File: config.mk
export PLATFORM = sky130hd
export DESIGN_NAME = minhash_sig_unit_flat
export DESIGN_NICKNAME = d
export VERILOG_FILES = /design/src/rtl/minhash_sig_unit_if.sv /design/src/rtl/minhash_sig_unit.sv /design/src/flat_wrapper.sv
export SDC_FILE = /design/constraint.sdc
export NUM_CORES = 1
export LEC_CHECK = 0
export BUFFER_PORTS_ARGS = -buffer_cell sky130_fd_sc_hd__buf_2
export CORE_ASPECT_RATIO = 1.75
export CORE_MARGIN = 2
export CORE_UTILIZATION = 57
export DETAILED_ROUTE_END_ITERATION = 6
export PLACE_DENSITY = 0.78
export SLEW_MARGIN = 20
export SYNTH_ARGS = -nofsm -noshare
export SYNTH_HDL_FRONTEND = slang
export SYNTH_SLANG_ARGS = --single-unit
File: constraint.sdc
create_clock -name clk -period 5.5 [get_ports clk]
set_input_delay 1.1 -clock clk [delete_from_list [all_inputs] [get_ports clk]]
set_output_delay 1.1 -clock clk [all_outputs]
set_load 0.03 [all_outputs]
File: src/rtl/minhash_sig_unit_if.sv
// Stream interface for the MinHash signature unit: shingle input side and
// signature output side, each with its own valid/ready handshake.
interface minhash_sig_unit_if #(
  parameter int DATA_BITS     = 8,
  parameter int SHINGLE_BYTES = 2,
  parameter int NUM_HASHES    = 4,
  parameter int HASH_BITS     = 16,
  parameter int MAX_SHINGLES  = 64
);
  localparam int SHINGLE_W = SHINGLE_BYTES * DATA_BITS;
  localparam int SIG_W     = NUM_HASHES * HASH_BITS;
  localparam int CNT_W     = $clog2(MAX_SHINGLES + 1);

  logic                 in_valid;
  logic                 in_ready;
  logic [SHINGLE_W-1:0] in_shingle;
  logic                 in_last;
  logic                 out_valid;
  logic                 out_ready;
  logic [SIG_W-1:0]     out_sig;
  logic [CNT_W-1:0]     out_count;

  // Producer of shingles / consumer of signatures (bench or upstream glue).
  modport master (
    output in_valid, in_shingle, in_last, out_ready,
    input  in_ready, out_valid, out_sig, out_count
  );

  // The signature unit itself.
  modport slave (
    input  in_valid, in_shingle, in_last, out_ready,
    output in_ready, out_valid, out_sig, out_count
  );
endinterface

File: src/rtl/minhash_sig_unit.sv
// MinHash signature unit: hashes one shingle per cycle with NUM_HASHES affine
// hashes, tracks the per-hash minimum across a block, and hands the signature
// plus a saturating shingle count to the similarity stage on the block's end.
module minhash_sig_unit #(
  parameter int DATA_BITS     = 8,
  parameter int SHINGLE_BYTES = 2,
  parameter int NUM_HASHES    = 4,
  parameter int HASH_BITS     = 16,
  parameter int MAX_SHINGLES  = 64
) (
  input logic              clk,
  input logic              rst_n,
  minhash_sig_unit_if.slave bus
);
  localparam int SHINGLE_W = SHINGLE_BYTES * DATA_BITS;
  localparam int SIG_W     = NUM_HASHES * HASH_BITS;
  localparam int CNT_W     = $clog2(MAX_SHINGLES + 1);

  localparam logic [CNT_W-1:0]     CNT_MAX  = CNT_W'(MAX_SHINGLES);
  localparam logic [CNT_W-1:0]     CNT_ONE  = CNT_W'(1);
  localparam logic [HASH_BITS-1:0] HASH_MAX = {HASH_BITS{1'b1}};

  typedef enum logic [1:0] {
    ACCUM = 2'd0,
    DRAIN = 2'd1,
    HOLD  = 2'd2
  } state_t;

  // Affine hash k: (A_k * x + B_k) mod 2^HASH_BITS, A_k = 0x9E37 + 2k, B_k = k * 0x1234.
  function automatic logic [HASH_BITS-1:0] affine_hash(input int k, input logic [HASH_BITS-1:0] x);
    logic [31:0]            a_full;
    logic [31:0]            b_full;
    logic [HASH_BITS-1:0]   a_trunc;
    logic [HASH_BITS-1:0]   b_trunc;
    logic [2*HASH_BITS-1:0] prod;
    a_full  = 32'h0000_9E37 + 32'(2 * k);
    b_full  = 32'(k) * 32'h0000_1234;
    a_trunc = HASH_BITS'(a_full);
    b_trunc = HASH_BITS'(b_full);
    prod    = {{HASH_BITS{1'b0}}, a_trunc} * {{HASH_BITS{1'b0}}, x};
    return prod[HASH_BITS-1:0] + b_trunc;
  endfunction

  state_t               state_r;
  state_t               state_n;

  logic                 in_ready_r;
  logic                 out_valid_r;
  logic [SIG_W-1:0]     out_sig_r;
  logic [CNT_W-1:0]     out_count_r;

  logic                 s1_valid_r;
  logic                 s1_last_r;
  logic [HASH_BITS-1:0] s1_hash_r [NUM_HASHES];

  logic [HASH_BITS-1:0] min_r     [NUM_HASHES];
  logic [CNT_W-1:0]     cnt_r;

  logic                 accept_s;
  logic [HASH_BITS-1:0] x_s;
  logic [HASH_BITS-1:0] hash_s    [NUM_HASHES];
  logic [HASH_BITS-1:0] merge_s   [NUM_HASHES];
  logic [CNT_W-1:0]     cnt_inc_s;

  assign bus.in_ready  = in_ready_r;
  assign bus.out_valid = out_valid_r;
  assign bus.out_sig   = out_sig_r;
  assign bus.out_count = out_count_r;

  // in_ready is only ever high in ACCUM, so no shingle can land during DRAIN or HOLD.
  assign accept_s = bus.in_valid & in_ready_r;
  assign x_s      = HASH_BITS'(bus.in_shingle);

  // Hash the incoming shingle and merge the stage-1 hashes into the running minimums.
  always_comb begin
    for (int k = 0; k < NUM_HASHES; k++) begin
      hash_s[k]  = affine_hash(k, x_s);
      merge_s[k] = (s1_hash_r[k] < min_r[k]) ? s1_hash_r[k] : min_r[k];
    end
    if (cnt_r == CNT_MAX) begin
      cnt_inc_s = cnt_r;
    end else begin
      cnt_inc_s = cnt_r + CNT_ONE;
    end
  end

  // FSM state register.
  always_ff @(posedge clk) begin
    if (!rst_n) begin
      state_r <= ACCUM;
    end else begin
      state_r <= state_n;
    end
  end

  // Next state: the last shingle is drained through stage 1, then the signature is held.
  always_comb begin
    state_n = state_r;
    case (state_r)
      ACCUM: begin
        if (accept_s && bus.in_last) begin
          state_n = DRAIN;
        end else begin
          state_n = ACCUM;
        end
      end
      DRAIN: begin
        state_n = HOLD;
      end
      HOLD: begin
        if (out_valid_r && bus.out_ready) begin
          state_n = ACCUM;
        end else begin
          state_n = HOLD;
        end
      end
      default: begin
        state_n = ACCUM;
      end
    endcase
  end

  // Handshake flags registered straight from the next state so they track the FSM exactly.
  always_ff @(posedge clk) begin
    if (!rst_n) begin
      in_ready_r  <= 1'b1;
      out_valid_r <= 1'b0;
    end else begin
      in_ready_r  <= (state_n == ACCUM);
      out_valid_r <= (state_n == HOLD);
    end
  end

  // Stage 1: capture the hashes and last flag of the accepted shingle.
  always_ff @(posedge clk) begin
    if (!rst_n) begin
      s1_valid_r <= 1'b0;
      s1_last_r  <= 1'b0;
      for (int k = 0; k < NUM_HASHES; k++) begin
        s1_hash_r[k] <= {HASH_BITS{1'b0}};
      end
    end else begin
      s1_valid_r <= accept_s;
      if (accept_s) begin
        s1_last_r <= bus.in_last;
        for (int k = 0; k < NUM_HASHES; k++) begin
          s1_hash_r[k] <= hash_s[k];
        end
      end
    end
  end

  // Running minimums and shingle counter; on the block's last shingle the merged
  // result is published and the accumulators restart for the next block.
  always_ff @(posedge clk) begin
    if (!rst_n) begin
      cnt_r       <= {CNT_W{1'b0}};
      out_sig_r   <= {SIG_W{1'b0}};
      out_count_r <= {CNT_W{1'b0}};
      for (int k = 0; k < NUM_HASHES; k++) begin
        min_r[k] <= HASH_MAX;
      end
    end else if (s1_valid_r) begin
      if (s1_last_r) begin
        cnt_r       <= {CNT_W{1'b0}};
        out_count_r <= cnt_inc_s;
        for (int k = 0; k < NUM_HASHES; k++) begin
          min_r[k]                          <= HASH_MAX;
          out_sig_r[k*HASH_BITS +: HASH_BITS] <= merge_s[k];
        end
      end else begin
        cnt_r <= cnt_inc_s;
        for (int k = 0; k < NUM_HASHES; k++) begin
          min_r[k] <= merge_s[k];
        end
      end
    end
  end

endmodule

File: src/flat_wrapper.sv
// flat-port wrapper written by rule: the top's interface ports become plain ports
module minhash_sig_unit_flat 
#(
  parameter int DATA_BITS     = 8,
  parameter int SHINGLE_BYTES = 2,
  parameter int NUM_HASHES    = 4,
  parameter int HASH_BITS     = 16,
  parameter int MAX_SHINGLES  = 64
)
  (clk, rst_n, bus_in_valid, bus_in_shingle, bus_in_last, bus_out_ready, bus_in_ready, bus_out_valid, bus_out_sig, bus_out_count);
  minhash_sig_unit_if #(.DATA_BITS(DATA_BITS), .SHINGLE_BYTES(SHINGLE_BYTES), .NUM_HASHES(NUM_HASHES), .HASH_BITS(HASH_BITS), .MAX_SHINGLES(MAX_SHINGLES)) bus_i ();
  input logic clk;
  input logic rst_n;
  input wire logic [$bits(bus_i.in_valid)-1:0] bus_in_valid;
  input wire logic [$bits(bus_i.in_shingle)-1:0] bus_in_shingle;
  input wire logic [$bits(bus_i.in_last)-1:0] bus_in_last;
  input wire logic [$bits(bus_i.out_ready)-1:0] bus_out_ready;
  output wire logic [$bits(bus_i.in_ready)-1:0] bus_in_ready;
  output wire logic [$bits(bus_i.out_valid)-1:0] bus_out_valid;
  output wire logic [$bits(bus_i.out_sig)-1:0] bus_out_sig;
  output wire logic [$bits(bus_i.out_count)-1:0] bus_out_count;
  assign bus_i.in_valid = bus_in_valid;
  assign bus_i.in_shingle = bus_in_shingle;
  assign bus_i.in_last = bus_in_last;
  assign bus_i.out_ready = bus_out_ready;
  assign bus_in_ready = bus_i.in_ready;
  assign bus_out_valid = bus_i.out_valid;
  assign bus_out_sig = bus_i.out_sig;
  assign bus_out_count = bus_i.out_count;
  minhash_sig_unit #(.DATA_BITS(DATA_BITS), .SHINGLE_BYTES(SHINGLE_BYTES), .NUM_HASHES(NUM_HASHES), .HASH_BITS(HASH_BITS), .MAX_SHINGLES(MAX_SHINGLES)) u_core (.clk(clk), .rst_n(rst_n), .bus(bus_i));
endmodule
==> results.json, run 1 <==
{
  "diodes": 0,
  "antenna_found_initial": 0,
  "yosys-top-cells-area": "ha_1 20%, edfxtp_1 18%, fa_1 17%",
  "nets": 2453,
  "postRouteAntennaNets": 0,
  "tns_ps": 0,
  "end_kind": "register",
  "regArea_sq_um": 5220,
  "coreArea_sq_um": 30800,
  "port_buffers": 93,
  "finalHoldViolations": 0,
  "numCtsBuffers": 18,
  "syn_to_final_growth_pct": 14.6,
  "finalWorstPathRequiredPeriod_ps": 5300,
  "p_leak_nw": 10.9,
  "ys.flop_type": "edfxtp_1",
  "rrSetupSlack_ps": 2500,
  "synth_enable_flop_cells": 107,
  "synth_cells": 1783,
  "r2r_end": "u_core.min_r[1][3]",
  "r2r_start": "u_core.s1_hash_r[0][49]",
  "critPathKind": "primary input to register",
  "ys_ff_latch": 207,
  "fillCellCount": 2431,
  "status": "finished clean",
  "grt_pass1_wl_mm": 66.4,
  "ys_types": 49,
  "async_flop_share_pct": 0,
  "clk_pin_slew_worst_paths_ps": 80,
  "setup.worst_path.start_class": "primary input",
  "vias_per_cell": 5.40,
  "skew_ps": 19.5,
  "multi_input_area_sq_um": 11200,
  "critical_path_arrival_ps": 5670,
  "ctsHoldBuffers": 0,
  "clock-sinks": 207,
  "maxCapViolations": 0,
  "clockRootBuffer": "clkbuf_16",
  "htreeDepth": 1,
  "hpwl_mm": 33.1,
  "slew_violations": 0,
  "drt_iter0_drc": 551,
  "hold_end": "u_core.state_r[0]",
  "overflow": 0,
  "synth_nets": 2235,
  "wl_mm": 40.8,
  "final_util_pct": 66.5,
  "place.gp.congestion": 0.949,
  "num_rows": 85,
  "synth-seq-area-share_pct": 29.1,
  "synth_area_per_cell_sq_um": 10.0,
  "setup_viol": 0,
  "io_pins": 94,
  "r2r_cells": 7,
  "clock_path_buffers": 3,
  "synth_commonest_cells": "369 x inv_1, 282 x ha_1, 149 x fa_1",
  "worstHoldStart": "u_core.state_r[1]",
  "worst_hold_path_type": "register to register",
  "initial_utilization_pct": 58.0,
  "dr.pass1.iters": 5,
  "routed-via-count": 12993,
  "cts_tree": "done",
  "crit_required_ps": 5880,
  "tightest_slew_ps": 1030,
  "drive_above_1_share_pct": 14.9,
  "synth_top_area_share_pct": 19.7,
  "pwr_density_cell_nw_per_um2": 516,
  "critPathMaxFanout": 4,
  "yosysTopAreaCell": "ha_1",
  "crit_path_max_incr_delay_ps": 570,
  "hold_depth": 1,
  "insertion_delay_ps": 500,
  "worst_path_max_delay_cell": "fa_1",
  "yosysMostFrequentCell": "inv_1",
  "die_x_um": 138,
  "wl_per_cell_um": 17.0,
  "path_common_cell": "fa_1",
  "syn_area_sq_um": 17900,
  "die_h_um": 238,
  "rsz0062_at_grt": "false",
  "timing.fmax_ghz": 0.189,
  "ir_worst_vdd_mv": 0.506,
  "slew-limit-headroom_pct": 31.3,
  "grt_pass1_vias": 13793,
  "yosys_warnings": 0,
  "grt_max_degree": 87,
  "die_area_sq_um": 32900,
  "period_share_pct": 96.3,
  "grt_usage_pct": 25.7,
  "drcViolationCount": 0,
  "path_cells": "clkbuf_4 -> fa_1 -> inv_1 -> fa_1 -> inv_1 -> ha_1 -> fa_1 -> fa_1 -> inv_1 -> fa_1 -> inv_1 -> ha_2 -> or4_1 -> o22ai_1 -> a21oi_1 -> or3_1 -> nand2_1"
}
-- registers in the layout, indices dropped and copies added (netlist names), 2 cells and up --
signal	count
u_core.bus.out_count	7
u_core.bus.out_sig	64
u_core.state_r	2
u_core.min_r	64
u_core.s1_hash_r	59
u_core.cnt_r	7
-- cells by family (layout without fill, tap and decap cells) --
kind of cell               count (synthesis)  in the layout  synth area share (%)
xor gates and xnor gates                  90             90                  4.40
muxes                                     81             81                  4.53
AOI/OAI and AO/OA                        310            310                  10.3
DFF                                      207            207                  29.1
adders and majority gates                431            431                  36.4
buffers and inverters                    418            648                  8.94
and+or+nand+nor                          246            246                  6.31
-- through the flow --
step	power [mW]	setup WS [ps]	cell area (sq um)	hold WS [ps]	cells
after floorplan	6.99	-41.0	18000	430	1783
after global placement	9.07	-272	19900	452	2371
after detailed placement	9.31	-329	19900	466	2371
after CTS	10.6	157	20400	473	2403
after global routing	11.6	5.31	20500	501	2404
final	10.6	205	20500	469	2404
-- placed cells by master (no fill, tap or decap), types with 4 or more instances in the layout --
| master | synthesis | final |
|---|---|---|
| nor4_1 | 8 | 8 |
| nand2_1 | 86 | 85 |
| and2_1 | 17 | 15 |
| nand2b_1 | 24 | 24 |
| nor2_1 | 69 | 69 |
| a21oi_1 | 101 | 99 |
| mux2i_1 | 81 | 81 |
| a22oi_1 | 16 | 16 |
| a211oi_1 | 11 | 10 |
| a21o_1 | 31 | 31 |
| dfxtp_1 | 100 | 100 |
| o21a_1 | 10 | 10 |
| clkbuf_1 | 42 | 6 |
| o211a_1 | 4 | 4 |
| fa_1 | 149 | 147 |
| xnor2_1 | 60 | 60 |
| o21ai_1 | 2 | 4 |
| nor3_1 | 8 | 8 |
| nor2b_1 | 5 | 5 |
| nand3_1 | 12 | 12 |
| inv_1 | 369 | 364 |
| nand4_1 | 7 | 7 |
| ha_1 | 282 | 277 |
| clkinvlp_4 | 0 | 4 |
| edfxtp_1 | 107 | 107 |
| clkbuf_16 | 0 | 19 |
| xor2_1 | 30 | 30 |
| buf_4 | 0 | 152 |
| buf_2 | 3 | 92 |
| o21ai_0 | 108 | 106 |
-- area by class of cell --
type | count | area share, %
inverters | 369 | 6.81
flip-flops and latches | 207 | 25.4
well taps | 391 | 2.39
clock inverters | 4 | 0.116
repair buffers | 247 | 8.04
multi-input cells | 1158 | 54.6
clock buffers | 28 | 2.63
-- power breakdown --
part           switching [mW]  total [mW]  internal, mW
combinational            3.67        7.30          3.63
clock                   0.559        1.24         0.678
sequential              0.144        2.05          1.90
total                    4.37        10.6          6.21
-- metal layers --
| metal | part of all wire [%] | track usage [%] | vias up |
|---|---|---|---|
| met4 | 5.8 | 13.4 | 0 |
| met5 | 0 | 0 | - |
| li1 | - | - | 6306 |
| met3 | 3.0 | 2.00 | 108 |
| met2 | 54 | 48.8 | 285 |
| met1 | 37 | 27.7 | 6294 |
-- worst max-delay path by stage --
| stage | startpoint | endpoint | slack, ps | cells after the start |
|---|---|---|---|---|
| 3_3_place_gp | bus_in_shingle[3] | u_core.s1_hash_r[0][15] | -270 | 19 |
| 6_report | bus_in_shingle[9] | u_core.s1_hash_r[0][47] | 200 | 17 |
| 3_5_place_dp | bus_in_shingle[9] | u_core.s1_hash_r[0][47] | -330 | 19 |
| 2_1_floorplan | bus_in_shingle[9] | u_core.s1_hash_r[0][47] | -40 | 18 |
| 5_1_grt | bus_in_shingle[5] | u_core.s1_hash_r[0][46] | 5 | 19 |
| 4_1_cts | bus_in_shingle[2] | u_core.s1_hash_r[0][31] | 160 | 16 |
-- timing repair --
action                     4_1_cts  5_1_grt
buffers inserted                 0        0
setup endpoints to repair        0        5
gates resized for setup          0        8
-- worst max-delay path: cells and delay by family --
| kind | cells | cell delay, ps |
|---|---|---|
| simple gates | 3 | 940 |
| buf+inv | 5 | 360 |
| fa+ha+maj | 7 | 3080 |
| compound gates | 2 | 200 |
(Power assumes the default switching activity.)
==> inputs of run 2 (changes only) <==
CORE_ASPECT_RATIO = not set   (was 1.75)
==> run 2 against run 1 <==
  * Sequential share of layout area down 0.17 points
  * Via count down 0.12%
  * Critical path depth up 2
  * Critical path type unchanged
==> results.json, run 2 (synthesis gave the netlist of run 1 again) <==
{
  "period_share_pct": 96.3,
  "path_cells": "clkbuf_4 -> clkinvlp_4 -> fa_1 -> inv_2 -> fa_1 -> inv_1 -> fa_1 -> inv_1 -> fa_1 -> inv_1 -> fa_1 -> fa_1 -> inv_1 -> ha_1 -> or4_1 -> o22ai_2 -> a21oi_1 -> or3_1 -> nand2_1",
  "vias_per_cell": 5.36,
  "wl_per_cell_um": 16.2,
  "slew-limit-headroom_pct": 30.7,
  "dr.pass1.iters": 5,
  "nets": 2459,
  "slew_violations": 0,
  "crit_required_ps": 5880,
  "critPathMaxFanout": 4,
  "die_x_um": 181,
  "port_buffers": 93,
  "die_h_um": 181,
  "grt_pass1_wl_mm": 65.2,
  "cts_tree": "done",
  "io_pins": 94,
  "maxCapViolations": 0,
  "overflow": 0,
  "grt_usage_pct": 24.4,
  "place_area_sq_um": 19900,
  "clock-sinks": 207,
  "final_cell_mix": "364 x inv_1, 278 x ha_1, 156 x buf_4, 147 x fa_1, 107 x edfxtp_1",
  "critPathKind": "primary input to register",
  "r2r_cells": 7,
  "design_area_sq_um": 20600,
  "drive_above_1_share_pct": 15.4,
  "p_leak_nw": 11.0,
  "r2r_end": "u_core.min_r[1][15]",
  "die_area_sq_um": 32800,
  "rrSetupSlack_ps": 2480,
  "diodes": 0,
  "status": "finished clean",
  "wl_mm": 39.2,
  "finalHoldViolations": 0,
  "critical_path_arrival_ps": 5680,
  "coreArea_sq_um": 30700,
  "pwr_density_cell_nw_per_um2": 532,
  "clk_pin_slew_worst_paths_ps": 60,
  "grt_pass1_vias": 13354,
  "htreeDepth": 1,
  "worst_path_max_delay_cell": "fa_1",
  "finalWorstPathRequiredPeriod_ps": 5300,
  "num_rows": 64,
  "hpwl_mm": 31.7,
  "syn_to_final_growth_pct": 15.3,
  "layout_commonest_cell": "inv_1",
  "cp-startpoint": "bus_in_shingle[9]",
  "skew_ps": 17.3,
  "insertion_delay_ps": 510,
  "postRouteAntennaNets": 0,
  "end_kind": "register",
  "numCtsBuffers": 22,
  "final_util_pct": 67.1,
  "antenna_found_initial": 0,
  "routed-via-count": 12977,
  "setup_viol": 0,
  "r2r_start": "u_core.s1_hash_r[0][49]",
  "grt_max_degree": 102,
  "critical_path.endpoint": "u_core.s1_hash_r[0][47]",
  "postCtsSetupBuffers": 0,
  "path_common_cell": "fa_1",
  "timing.fmax_ghz": 0.189,
  "worst_hold_path_type": "register to register",
  "total_power_mw": 11.0,
  "drcViolationCount": 0,
  "clockRootBuffer": "clkbuf_16",
  "place.gp.congestion": 0.930,
  "initial_utilization_pct": 58.2,
  "ir_worst_vdd_mv": 0.340,
  "clock_path_buffers": 3,
  "drt_iter0_drc": 677,
  "setup.worst_path.start_class": "primary input",
  "fillCellCount": 2373,
  "crit_path_max_incr_delay_ps": 540,
  "tightest_slew_ps": 1040
}
==> run 2: changes by cell type in the layout (fill, tap and decap cells not counted), moves of 2 or more <==
cell	change
clkbuf_16	+3
buf_12	-2
clkinv_2	+3
buf_4	+4
==> run 2: layout make-up <==
class | count | area (sq um) | share of cell area, %
multi-input combinational | 1158 | 11200 | 54.2
sequential | 207 | 5220 | 25.3
timing repair buffer | 249 | 1640 | 7.94
inverter | 369 | 1400 | 6.76
clock buffer | 31 | 614 | 2.98
tap | 396 | 495 | 2.40
clock inverter | 9 | 91.3 | 0.442
==> run 2: per-stage QoR <==
stage	hold WS [ps]	setup TNS, ps	setup slack, ps	instances
after floorplan	430	-41.0	-41.0	1783
after global placement	447	-2700	-266	2379
after detailed placement	459	-4160	-321	2379
after CTS	468	0	186	2419
after global routing	485	-4.14	-4.14	2419
final	467	0	204	2419
==> run 2: per-layer routing <==
layer	wire length (um)	part of all wire, %	GRT usage, %	vias to the layer above
met4	850	2.2	6.50	0
met2	19300	49	43.0	263
met1	17500	45	32.5	6317
li1	-	-	-	6333
met5	0	0	0	-
met3	1570	4.0	1.75	64
==> run 2: worst max-delay path: cells and delay by family <==
kind	cells	cell delay [ps]
fa+ha+maj	7	2770
simple gates	3	940
buf+inv	7	650
compound gates	2	180
==> run 2: worst min path at each step <==
stage / to / cells after the start / start
after detailed placement: u_core.bus.out_count[1] / 2 / u_core.bus.out_count[1]
final: u_core.bus.out_count[1] / 2 / u_core.bus.out_count[1]
after floorplan: u_core.state_r[0] / 1 / u_core.state_r[0]
after global placement: u_core.state_r[0] / 1 / u_core.state_r[1]
after global routing: u_core.state_r[0] / 1 / u_core.state_r[1]
after CTS: u_core.bus.out_count[1] / 2 / u_core.bus.out_count[1]
==> run 2: what timing repair did <==
action / 4_1_cts / 5_1_grt
endpoints found under the setup margin: 0 / 7
hold buffers: 0 / 0
gates resized for setup: 0 / 9
==> run 2: power by group <==
group | leakage, nW | switching [mW] | internal, mW
clock network | 0.340 | 0.603 | 0.833
registers | 1.82 | 0.160 | 1.90
logic | 8.82 | 3.77 | 3.71
total | 11.0 | 4.53 | 6.44
==> inputs of run 3 (changes only) <==
ABC_AREA = 1   (was not set)
CELL_PAD_IN_SITES_DETAIL_PLACEMENT = 0   (was not set)
CELL_PAD_IN_SITES_GLOBAL_PLACEMENT = 1   (was not set)
CORE_MARGIN = not set   (was 2)
CORE_UTILIZATION = 44   (was 57)
PLACE_DENSITY = not set   (was 0.78)
PLACE_DENSITY_LB_ADDON = 0.1   (was not set)
==> run 3 against run 2 <==
  * First-iteration DRC count up 14%
  * Routed wire length rose by 23%
  * Highest routed layer is now met5
  * Cell count increased by 31%
  * Design area grew 7.5%
  * Flip-flop and latch count unchanged
  * Total power is 2.3% higher
  * Critical path type unchanged
  * Core utilization down 16 points
  * Non-clock buffer count rose by 12
  * Sequential power hardly changed
  * Global-route usage fell by 1.9 points
  * Worst setup slack improved by 26 ps
  * Count of clock-buffer cells in the layout up 7
==> results.json, run 3 <==
{
  "status": "finished clean",
  "postCtsSetupBuffers": 0,
  "r2r_start": "u_core.s1_hash_r[0][59]",
  "end_kind": "register",
  "period_share_pct": 95.8,
  "total_power_mw": 11.2,
  "overflow": 0,
  "synth-seq-area-share_pct": 27.2,
  "cts_tree": "done",
  "synth_cells": 2321,
  "critPathMaxFanout": 4,
  "clk_pin_slew_worst_paths_ps": 60,
  "rrSetupSlack_ps": 2880,
  "slew-limit-headroom_pct": 30.0,
  "maxCapViolations": 0,
  "crit_family": "adder cells",
  "synth_nets": 2773,
  "setup_viol": 0,
  "ys.flop_type": "edfxtp_1",
  "port_buffers": 93,
  "yosys_warnings": 0,
  "timing.fmax_ghz": 0.190,
  "ys_ff_latch": 207,
  "pwr_density_cell_nw_per_um2": 506,
  "worst_path_max_delay_cell": "fa_1",
  "path_buf_inv": 6,
  "async_flop_share_pct": 0,
  "path_cells": "buf_2 -> fa_1 -> inv_1 -> fa_1 -> inv_1 -> ha_1 -> fa_1 -> fa_1 -> inv_1 -> fa_1 -> inv_1 -> ha_1 -> nand2_1 -> nor3_2 -> inv_1 -> o2111ai_1 -> nand2_1 -> nand2_1 -> nor2_1",
  "use_met2_pct": 36.7,
  "ys_types": 45,
  "yosysMostFrequentCell": "inv_1",
  "worst_hold_path_type": "register to register",
  "top_usage_layer": "met2",
  "power.switching_mw": 4.99,
  "hpwl_mm": 39.4,
  "coreArea_sq_um": 43100,
  "yosys-top-cells-area": "ha_1 18%, edfxtp_1 17%, fa_1 16%",
  "p_leak_nw": 12.1,
  "wl_per_cell_um": 15.3,
  "synth_top_area_share_pct": 18.4,
  "clock-sinks": 207,
  "nets": 3009,
  "seq_power_share_pct": 18.1,
  "ir_worst_vdd_mv": 0.322,
  "use_met1_pct": 32.2,
  "initial_utilization_pct": 44.6,
  "grt_pass1_wl_mm": 78.9,
  "critical_path_arrival_ps": 5560,
  "die_x_um": 211,
  "die_area_sq_um": 44500,
  "syn_to_final_growth_pct": 15.5,
  "diodes": 0,
  "io_pins": 94,
  "antenna_found_initial": 1,
  "synth_enable_flop_cells": 107,
  "crit_path_max_incr_delay_ps": 570,
  "setup.worst_path.start_class": "primary input",
  "cp-startpoint": "bus_in_shingle[7]",
  "fillCellCount": 4185,
  "skew_ps": 20.5,
  "place.gp.congestion": 0.897,
  "fin_ws_ps": 230,
  "drcViolationCount": 0,
  "drive_above_1_share_pct": 13.6,
  "numCtsBuffers": 25,
  "p_int_mw": 6.24,
  "routed-via-count": 15357,
  "drt_iter0_drc": 769,
  "num_rows": 76,
  "tightest_slew_ps": 1050,
  "syn_area_sq_um": 19200,
  "die_h_um": 211,
  "clock_path_buffers": 3,
  "p_comb_share_pct": 68.4,
  "final_cell_mix": "540 x inv_1, 348 x nand2_1, 281 x ha_1, 237 x nand3_1, 190 x nor2_1",
  "htreeDepth": 1,
  "postRouteAntennaNets": 0,
  "yosysTopAreaCell": "ha_1",
  "synth_commonest_cells": "542 x inv_1, 349 x nand2_1, 282 x ha_1",
  "slew_violations": 0,
  "final_util_pct": 51.5,
  "finalHoldViolations": 0,
  "clockRootBuffer": "clkbuf_16",
  "design_area_sq_um": 22200,
  "vias_per_cell": 4.86,
  "worstHoldStart": "u_core.bus.out_count[1]",
  "insertion_delay_ps": 530,
  "wl_mm": 48.2,
  "grt_max_degree": 68,
  "grtUsageMet3_pct": 2.29,
  "crit_required_ps": 5790,
  "switching_share_pct": 44.4,
  "critPathKind": "primary input to register",
  "p_clk_share_pct": 13.5,
  "place_area_sq_um": 21400,
  "grt_pass1_vias": 15088,
  "dr.pass1.iters": 5,
  "grt_usage_pct": 22.4,
  "layout_commonest_cell": "inv_1",
  "finalWorstPathRequiredPeriod_ps": 5270,
  "dp_slack_ps": -392,
  "rsz0062_at_grt": "false",
  "synth_area_per_cell_sq_um": 8.27
}
## run 3: changes by cell type after synthesis, sizes merged, moves of 18 or more
cell,delta
a21o,-25
buf,+21
clkbuf,-18
inv,+175
mux2i,-81
nand2,+291
nand2b,-24
nand3,+228
nor2,+122
o21ai,-54
xnor2,-40
## run 3: metrics by stage
step | hold slack [ps] | TNS (ps) | instances
global placement | 470 | -3870 | 3115
CTS | 490 | 0 | 3159
global route | 523 | 0 | 3159
finish | 483 | 0 | 3159
floorplan | 479 | 0 | 2321
detailed placement | 477 | -4420 | 3115
## run 3: what timing repair did
item / in CTS / in global routing
endpoints found under the setup margin: 0 / 7
gates resized for setup: 0 / 9
hold buffers: 0 / 0
## run 3: worst paths after layout
kind,end,depth (start not counted)
max,u_core.s1_hash_r[0][47],19
min,u_core.bus.out_count[1],2
max reg2reg,u_core.bus.out_sig[63],9
min reg2reg,u_core.bus.out_count[1],2
## run 3: layout make-up
| cell class | count | area [sq um] | area share, % |
|---|---|---|---|
| Sequential cell | 207 | 5220 | 23.5 |
| Tap cell | 585 | 732 | 3.30 |
| Multi-Input combinational cell | 1517 | 11700 | 52.8 |
| Timing Repair Buffer | 261 | 1740 | 7.85 |
| Clock inverter | 6 | 35.0 | 0.158 |
| Clock buffer | 38 | 694 | 3.13 |
| Inverter | 545 | 2050 | 9.23 |
## run 3: worst min-delay path: cells and delay by family, from the launching register on
kind,cells,cell delay [ps]
DFF,1,320
and+or+nand+nor,2,130
## run 3: logic make-up (layout without fill, tap and decap cells)
group	Yosys count	count (layout)	synth area share [%]
buf+inv	597	850	12.0
fa+ha+maj	431	431	33.9
compound gates	194	194	5.70
simple gates	851	851	19.3
flops	207	207	27.2
xor+xnor	41	41	1.91
## run 3: per-layer routing
metal / up-vias / share of wire [%]
met1: 7238 / 49
met2: 274 / 46
li1: 7801 / -
met3: 42 / 4.3
met5: - / 0.021
met4: 2 / 1.4
## run 3: power groups by stage
stage                     logic, mW  clock network, mW  registers, mW
after floorplan                4.79                  0           2.02
after global placement         7.61                  0           2.06
after detailed placement       7.63                  0           2.06
final                          7.69               1.51           2.04
after CTS                      7.70               1.55           2.03
after global routing           8.84               1.62           2.05
